`src/rtl/pkt_pkg.sv`:
```
// pkt_pkg: pixel-format helpers shared by the stream packers
package pkt_pkg;
    localparam int MAX_KEEP = 256;

    function automatic int pix_bytes(input int pix_w);
        return (pix_w + 7) / 8;
    endfunction

    function automatic logic [MAX_KEEP-1:0] keep_mask(input int fill, input int pbytes, input int lane_w, input int ppb);
        logic [MAX_KEEP-1:0] m;
        m = '0;
        for (int j = 0; j < ppb; j++)
            for (int b = 0; b < pbytes; b++)
                if (j <= fill) m = m | (MAX_KEEP'(1) << (j * (lane_w / 8) + b));
        return m;
    endfunction
endpackage

```
`src/rtl/axis_skid_fifo2.sv`:
```
// axis_skid_fifo2: 2-entry registered-output stream buffer
module axis_skid_fifo2 #(
    parameter int W = 8
) (
    input  logic         clk,
    input  logic         rst,
    input  logic [W-1:0] wr_data,
    input  logic         wr_en,
    output logic         wr_ready,
    output logic [W-1:0] rd_data,
    output logic         rd_valid,
    input  logic         rd_ready
);
    logic [1:0]   cnt, cnt_nxt;
    logic [W-1:0] spare;
    logic         rd;

    assign rd_valid = cnt != 2'd0;
    assign rd       = rd_valid & rd_ready;
    assign cnt_nxt  = cnt + {1'b0, wr_en} - {1'b0, rd};

    always_ff @(posedge clk or posedge rst) begin
        if (rst) begin
            cnt      <= '0;
            spare    <= '0;
            rd_data  <= '0;
            wr_ready <= 1'b0;
        end else begin
            cnt      <= cnt_nxt;
            wr_ready <= cnt_nxt != 2'd2;
            if (rd)
                rd_data <= (cnt == 2'd2) ? spare : wr_data;
            else if (cnt == 2'd0 && wr_en)
                rd_data <= wr_data;
            if (wr_en && (cnt == 2'd2 || (cnt == 2'd1 && !rd)))
                spare <= wr_data;
        end
    end
endmodule

```
`src/rtl/packer_v3.sv`:
```
// packer_v3: packs pixels into AXI4-Stream beats with eol flush and sof tagging
module packer_v3
    import pkt_pkg::*;
#(
    parameter int PIX_W        = 24,
    parameter int LANE_W       = 32,
    parameter int PIX_PER_BEAT = 1
) (
    input  logic                                 aclk,
    input  logic                                 areset,
    input  logic [PIX_W-1:0]                     in_pix,
    input  logic                                 in_valid,
    input  logic                                 in_sof,
    input  logic                                 in_eol,
    output logic                                 in_ready,
    output logic [LANE_W*PIX_PER_BEAT-1:0]       out_stream_tdata,
    output logic [LANE_W*PIX_PER_BEAT/8-1:0]     out_stream_tkeep,
    output logic                                 out_stream_tlast,
    output logic                                 out_stream_tuser,
    output logic                                 out_stream_tvalid,
    input  logic                                 out_stream_tready,
    output logic                                 err_sof_midline
);
    localparam int OUT_W     = LANE_W * PIX_PER_BEAT;
    localparam int KEEP_W    = OUT_W / 8;
    localparam int PIX_BYTES = pix_bytes(PIX_W);
    localparam int FW        = PIX_PER_BEAT > 1 ? $clog2(PIX_PER_BEAT) : 1;
    localparam int W         = OUT_W + KEEP_W + 2;
    localparam logic [FW-1:0] LAST = FW'(PIX_PER_BEAT - 1);

    logic [OUT_W-1:0]  acc, base, beat;
    logic [KEEP_W-1:0] keep;
    logic [FW-1:0]     fill, eff;
    logic              sof_pending, accept, early_sof, complete;

    assign accept    = in_valid & in_ready;
    // an early sof restarts the beat so the sof pixel lands in lane 0
    assign early_sof = accept & in_sof & (fill != '0);
    assign eff       = early_sof ? '0 : fill;
    assign base      = early_sof ? '0 : acc;
    assign complete  = accept & (in_eol | (eff == LAST));
    assign keep      = KEEP_W'(keep_mask(int'(eff), PIX_BYTES, LANE_W, PIX_PER_BEAT));

    for (genvar g = 0; g < PIX_PER_BEAT; g++) begin : g_lane
        assign beat[g*LANE_W +: LANE_W] = (eff == FW'(g)) ? LANE_W'(in_pix) : base[g*LANE_W +: LANE_W];
    end

    always_ff @(posedge aclk or posedge areset) begin
        if (areset) begin
            acc             <= '0;
            fill            <= '0;
            sof_pending     <= 1'b0;
            err_sof_midline <= 1'b0;
        end else if (accept) begin
            acc             <= complete ? '0 : beat;
            fill            <= complete ? '0 : eff + 1'b1;
            sof_pending     <= ~complete & (sof_pending | in_sof);
            err_sof_midline <= err_sof_midline | early_sof;
        end
    end

    axis_skid_fifo2 #(.W(W)) u_fifo (
        .clk      (aclk),
        .rst      (areset),
        .wr_data  ({beat, keep, in_eol, sof_pending | in_sof}),
        .wr_en    (complete),
        .wr_ready (in_ready),
        .rd_data  ({out_stream_tdata, out_stream_tkeep, out_stream_tlast, out_stream_tuser}),
        .rd_valid (out_stream_tvalid),
        .rd_ready (out_stream_tready)
    );
endmodule

```
`config.mk`:
```
export PLATFORM = sky130hd
export DESIGN_NAME = packer_v3
export DESIGN_NICKNAME = d
export VERILOG_FILES = /design/src/rtl/pkt_pkg.sv /design/src/rtl/axis_skid_fifo2.sv /design/src/rtl/packer_v3.sv
export SDC_FILE = /design/constraint.sdc
export NUM_CORES = 1
export LEC_CHECK = 0
export CORE_MARGIN = 2
export CORE_UTILIZATION = 35
export CTS_BUF_LIST = sky130_fd_sc_hd__clkbuf_16
export DETAILED_ROUTE_END_ITERATION = 10
export MAX_ROUTING_LAYER = met4
export PLACE_DENSITY = 0.64
export SETUP_SLACK_MARGIN = 0.02
export SYNTH_ARGS = -nofsm -noshare
export SYNTH_HDL_FRONTEND = slang
export SYNTH_HIERARCHICAL = 1
export SYNTH_SLANG_ARGS = --single-unit
```
`constraint.sdc`:
```
create_clock -name aclk -period 4.86 [get_ports aclk]
set_input_delay 0.729 -clock aclk [delete_from_list [all_inputs] [get_ports aclk]]
set_output_delay 0.729 -clock aclk [all_outputs]
set_load 0.02 [all_outputs]
```
* Word-level counts from Yosys, hierarchy flattened
Cells that the tools add are included.
** Storage, ports and cells
- Flip-flop bits (word level) :: 113
- Input port bits :: 30
- Output and inout port bits :: 41
- Logic and storage cells :: 41
** Operators by class
- Add/subtract/negate cells :: 3
- Equality and inequality tests :: 3
- Multiplexer cells :: 8
- Bitwise gates (word level) :: 11
- Reduce and logical (&&, ||, !) cells :: 8
** Operators by type and width (count)
- $mux 38 :: 3
- $mux 32 :: 3
- $and 1x1->1 :: 6
- $reduce_bool 2->1 :: 2
- $logic_and 1x1->1 :: 3
- $or 1x1->1 :: 3
- $add 2x1->2 :: 1
- $eq 2x1->1 const B :: 1
- $eq 2x2->1 const B :: 1
- $logic_not 2->1 :: 1
- $mux 1 :: 2
- $ne 2x2->1 const B :: 1
- $not 1->1 :: 2
- $sub 2x1->2 :: 1
- $add 1x1->1 const B :: 1
- $logic_not 1->1 :: 1
- $logic_or 1x1->1 :: 1

* Logic depth before layout (Yosys ltp)
- Depth after elaboration :: 10
- Gate-level depth with buffers :: 11
- Depth with buffers taken out :: 9

* By module
The synthesis kept the hierarchy.
** Modules (own cells, without submodules)
- axis_skid_fifo2 :: times used 1, cells each 392, area each 4275.4 um2, sequential area each 1976.9 um2
- packer_v3 :: times used 1, cells each 209, area each 2060.7 um2, sequential area each 875.8 um2

* Worst setup path before layout
No wires, ideal clock.
- Path kind :: input port to flip-flop
- From :: input in_valid
- To :: register u_fifo.spare[19]
- Setup time :: 0.127 ns
- Data arrival time :: 2.306 ns
- Data required time :: 4.733 ns
- Slack :: 2.427 ns
- Stages on the path :: 9
- Path buffers :: 4
- Cells stage by stage :: buf_2 > and2_1 > buf_2 > and2_1 > buf_2 > o21ai_0 > a21oi_4 > buf_6 > mux2_1
** On the way
- Longest elaborated chain between the ends :: 8
- Elaborated cells on any way between the ends :: 10
- Classes of those cells :: 3 x mux; 6 x bitwise; 1 x reduce/logical
** RTL lines
- start: declaration :: RTL line packer_v3.sv:12 : input logic in_valid,
- $and 1x1->1 * :: RTL line packer_v3.sv:36 : assign accept = in_valid & in_ready;
- $and 1x1->1 (2 in a row) :: RTL line packer_v3.sv:38 : assign early_sof = accept & in_sof & (fill != '0);
- $mux 1 :: RTL line packer_v3.sv:39 : assign eff = early_sof ? '0 : fill;
- $not 1->1
- $or 1x1->1 :: RTL line packer_v3.sv:41 : assign complete = accept & (in_eol | (eff == LAST));
- $and 1x1->1 * :: RTL line packer_v3.sv:41
- via complete :: RTL line packer_v3.sv:34 : logic sof_pending, accept, early_sof, complete;
- $logic_and 1x1->1 * :: RTL line axis_skid_fifo2.sv:35 : if (wr_en && (cnt == 2'd2 || (cnt == 2'd1 && !rd)))
- end signal: assignment :: RTL line axis_skid_fifo2.sv:36 : spare <= wr_data;
- end: declaration :: RTL line axis_skid_fifo2.sv:15 : logic [W-1:0] spare;
The timed path passes the listed nets; every way through them passes the cells marked *.
A chain may end at the register's enable or synchronous reset.

* Worst setup path in the final report
- From :: input in_eol
- To :: register u_fifo.spare[33]
** On the way
- Longest elaborated chain between the ends :: 3
** RTL lines
- start: declaration :: RTL line packer_v3.sv:14 : input logic in_eol,
- $or 1x1->1 :: RTL line packer_v3.sv:41
- $and 1x1->1 :: RTL line packer_v3.sv:41
- via complete :: RTL line packer_v3.sv:34
- $logic_and 1x1->1 :: RTL line axis_skid_fifo2.sv:35
The timed path passes the listed nets, and every way through them passes these cells.

==> impl_summary.md <==
Placement
The placed instances occupy a cell area of 7120 µm². The detailed-placement wirelength estimate is 10.6 mm. The post-placement worst setup slack is 0.883 ns.

The count of input and output buffers is 70. At the end of routability-driven placement, the weighted congestion stood at 0.785.

Setup path
The startpoint class of the critical path is an input port. The slack of the worst reg-to-reg path is 1.46 ns. The critical path ends at u_fifo/spare[33].

The path depth of the worst reg2reg path is 5. At the worst endpoint, the required time is 5.16 ns. The origin of the worst setup path is in_eol. For the worst setup path, the data arrival time is about 3.9 ns. The startpoint of the lowest-slack register-to-register path is u_fifo/wr_ready. The startpoint-to-endpoint class of the critical path is input port to register.

The worst register-to-register path ends at u_fifo/spare[33]. STA classifies the critical path endpoint as a register. The maximum fanout along the worst path is 36.

Routing
The number of DRC violations after detailed-routing iteration 0 is 463. Using the TritonRoute via totals, the vias-per-cell ratio works out to 5.94. The routed design has 17.6 mm of wire. After detailed routing, the average wire length per cell comes to between 15 and 20 µm. The number of iterations in the first detailed-routing pass is 7.

The residual antenna-violating net count after detailed routing is 0. For this block, the via count after detailed routing is around 5200. The residual DRC count is 0.

Outcome
The flow ran to the end, and the final reports show no timing, DRC or antenna violations.

Yosys
The most used flip-flop cell after synthesis is dfrtp_1. Yosys printed 6 warnings. The count of distinct cell types in the synthesized netlist is 36. The cell area that synthesis handed to floorplanning was 6340 µm². Synthesis produced a netlist whose cell count is 601.

The number of enable flip-flop cells after synthesis is 0. The average cell area after synthesis is 10.5 µm². The part of the Yosys area used for sequential elements is 0.450.

The synthesized design contains 114 register bits. The fraction of synthesis flops using an asynchronous set or reset pin is 1.00.

Clock tree
Counting every sink on the clock net gives approximately 110. The TritonCTS clock tree is built. The clock reaches the later pin of the worst-skew pair after 0.42 ns.

The cell sitting at the root of the clock tree is a clkbuf_16. Buffers inserted to repair hold after CTS numbered 0. Buffers added to address setup during post-CTS repair amount to 0. The H-tree generated during clock tree synthesis spans 4 levels. The total clock buffers created by CTS is 17. The clock-pin slew on the worst setup and hold paths is 0.05 ns. The count of cells resized by post-cts repair is 0. The number of buffers between clock root and the deepest sink is 2.

Layout
The layout overhead on the synthesized area is 22.3%. The library cells used most frequently in the layout, excluding fill and tap cells, are 113 x dfrtp_1, 70 x clkdlybuf4s50_1, 44 x o211ai_1. The final net count is 673. The antenna diode count is 0. In the final layout, the share of cells above drive strength 1 is 0.168. Leaving out fill and tap cells, the most frequent cell in the layout is dfrtp_1. The cell area after layout is 7750 µm².

Hold path
The path class of the tightest hold or removal check is register to register. The worst hold path cell count is 1.

Timing
For the pin with the worst max-slew slack, the measured transition is 1.11 ns. Setup repair after global routing left no endpoint under its margin. For this run, the top clock speed supported by timing is 282 MHz. The final count of hold timing violations is 0. Hold is met by 0.489 ns. The final max-slew violation count was 0.

The worst relative slew slack is 0.261. The worst path meets setup with 1.31 ns of slack. The final critical path time including I/O delays and setup is 3.55 ns. In the finished design, the share of the clock period the worst path needs comes to 0.729. Setup violations remaining at the end of the flow were counted as 0. The final worst clock skew is roughly 0.0073 ns. The summed negative setup slack over all endpoints is 0 ns.

Floorplan
The total I/O pin count is just over 70. The floorplan step defined a die boundary enclosing 19200 µm². In this run the horizontal extent of the chip is ~140 µm. For this configuration, the core starts out at a cell density of 0.355. The floorplan has 49 rows. The area of the core region is about 18000 µm². In this run the vertical extent of the chip is about 140 µm.

Global routing
The global-route wire length before repair is between 20 and 30 mm. The number of global-route vias before repair came to 5436. The initial antenna violation count is 0. Entering global routing, the biggest net connects 62 pins. The leftover overflow at the end of global routing is 0. The overall track demand over capacity in global routing is 0.190.

Flow run
The tool flagged a number of max-cap violations equal to 0.

Power
The largest voltage drop on the vdd net is 0.370 mV. Summing internal, switching and leakage power gives 4.93 mW. In this run the static leakage power is 3.24 nW. The areal power density over the cells is 637 nW/µm².
state kept, by name, indices dropped and copies added, names as in the netlist:
register         count
u_fifo/rd_data      38
u_fifo/wr_ready      1
u_fifo/spare        38
fill                 1
u_fifo/cnt           2
acc                 32
sof_pending          1
err_sof_midline      1
cells by family (layout without fill, tap and decap cells):
logic type / count (synthesis) / after routing / synth area share
compound gates: 217 / 217 / 0.296
xor+xnor: 2 / 2 / 0.00277
fa+ha+maj: 2 / 2 / 0.00395
buf+inv: 74 / 121 / 0.0557
flops: 114 / 114 / 0.450
mux: 19 / 19 / 0.0338
other cells: 2 / 8 / 0.00119
simple gates: 171 / 171 / 0.156
cell usage after synthesis, types with 20 or more instances:
| master | n | area, µm² |
|---|---|---|
| a21boi_2 | 31 | 349 |
| a2bb2oi_1 | 40 | 350 |
| buf_2 | 21 | 105 |
| clkbuf_1 | 38 | 143 |
| dfrtp_1 | 114 | 2850 |
| nand2_1 | 25 | 93.8 |
| nand2b_1 | 26 | 163 |
| nand3b_1 | 20 | 150 |
| nand4_1 | 24 | 150 |
| nor2b_1 | 22 | 138 |
| o211a_1 | 40 | 400 |
| o211ai_1 | 44 | 330 |
| o21ai_0 | 21 | 105 |
per-layer routing:
layer / GRT usage / part of all wire / vias to the layer above
met5: - / 0 / -
met4: 0.0532 / 0.015 / 0
met3: 0.0459 / 0.051 / 24
met2: 0.307 / 0.49 / 179
met1: 0.240 / 0.44 / 2681
li1: - / - / 2359
per-stage QoR:
step,utilization,std cells
4_1_cts,0.434,883
5_1_grt,0.434,883
3_3_place_gp,0.399,851
6_report,0.434,883
3_5_place_dp,0.399,851
2_1_floorplan,-,607
power by group:
group	internal, mW	leakage [nW]	switching, mW
combinational	0.961	1.51	1.12
sequential	1.25	1.43	0.267
clock	0.895	0.311	0.443
total	3.11	3.24	1.83
critical path: stages:
cell and delay [ns]:
clkdlybuf4s50_1 0.50, or3b_2 0.12, buf_4 0.47, and2_2 0.69, o21ai_0 0.31, a21oi_4 0.58
mux2_2 0.40
final cells by class:
class                   instances  area, µm²
clock buffers                  17        425
repair buffers                 84        806
fillers                      1647      10100
inverters                       5       20.0
flip-flops and latches        114       2850
well taps                     229        287
clock inverters                15        199
multi-input cells             419       3160
worst min-delay path by stage:
stage | to | startpoint
CTS | err_sof_midline | err_sof_midline
global placement | err_sof_midline | err_sof_midline
floorplan | u_fifo/spare[19] | u_fifo/spare[19]
finish | err_sof_midline | err_sof_midline
global route | u_fifo/spare[26] | u_fifo/spare[26]
detailed placement | err_sof_midline | err_sof_midline
No activity file was read; power rests on OpenSTA's default activity.
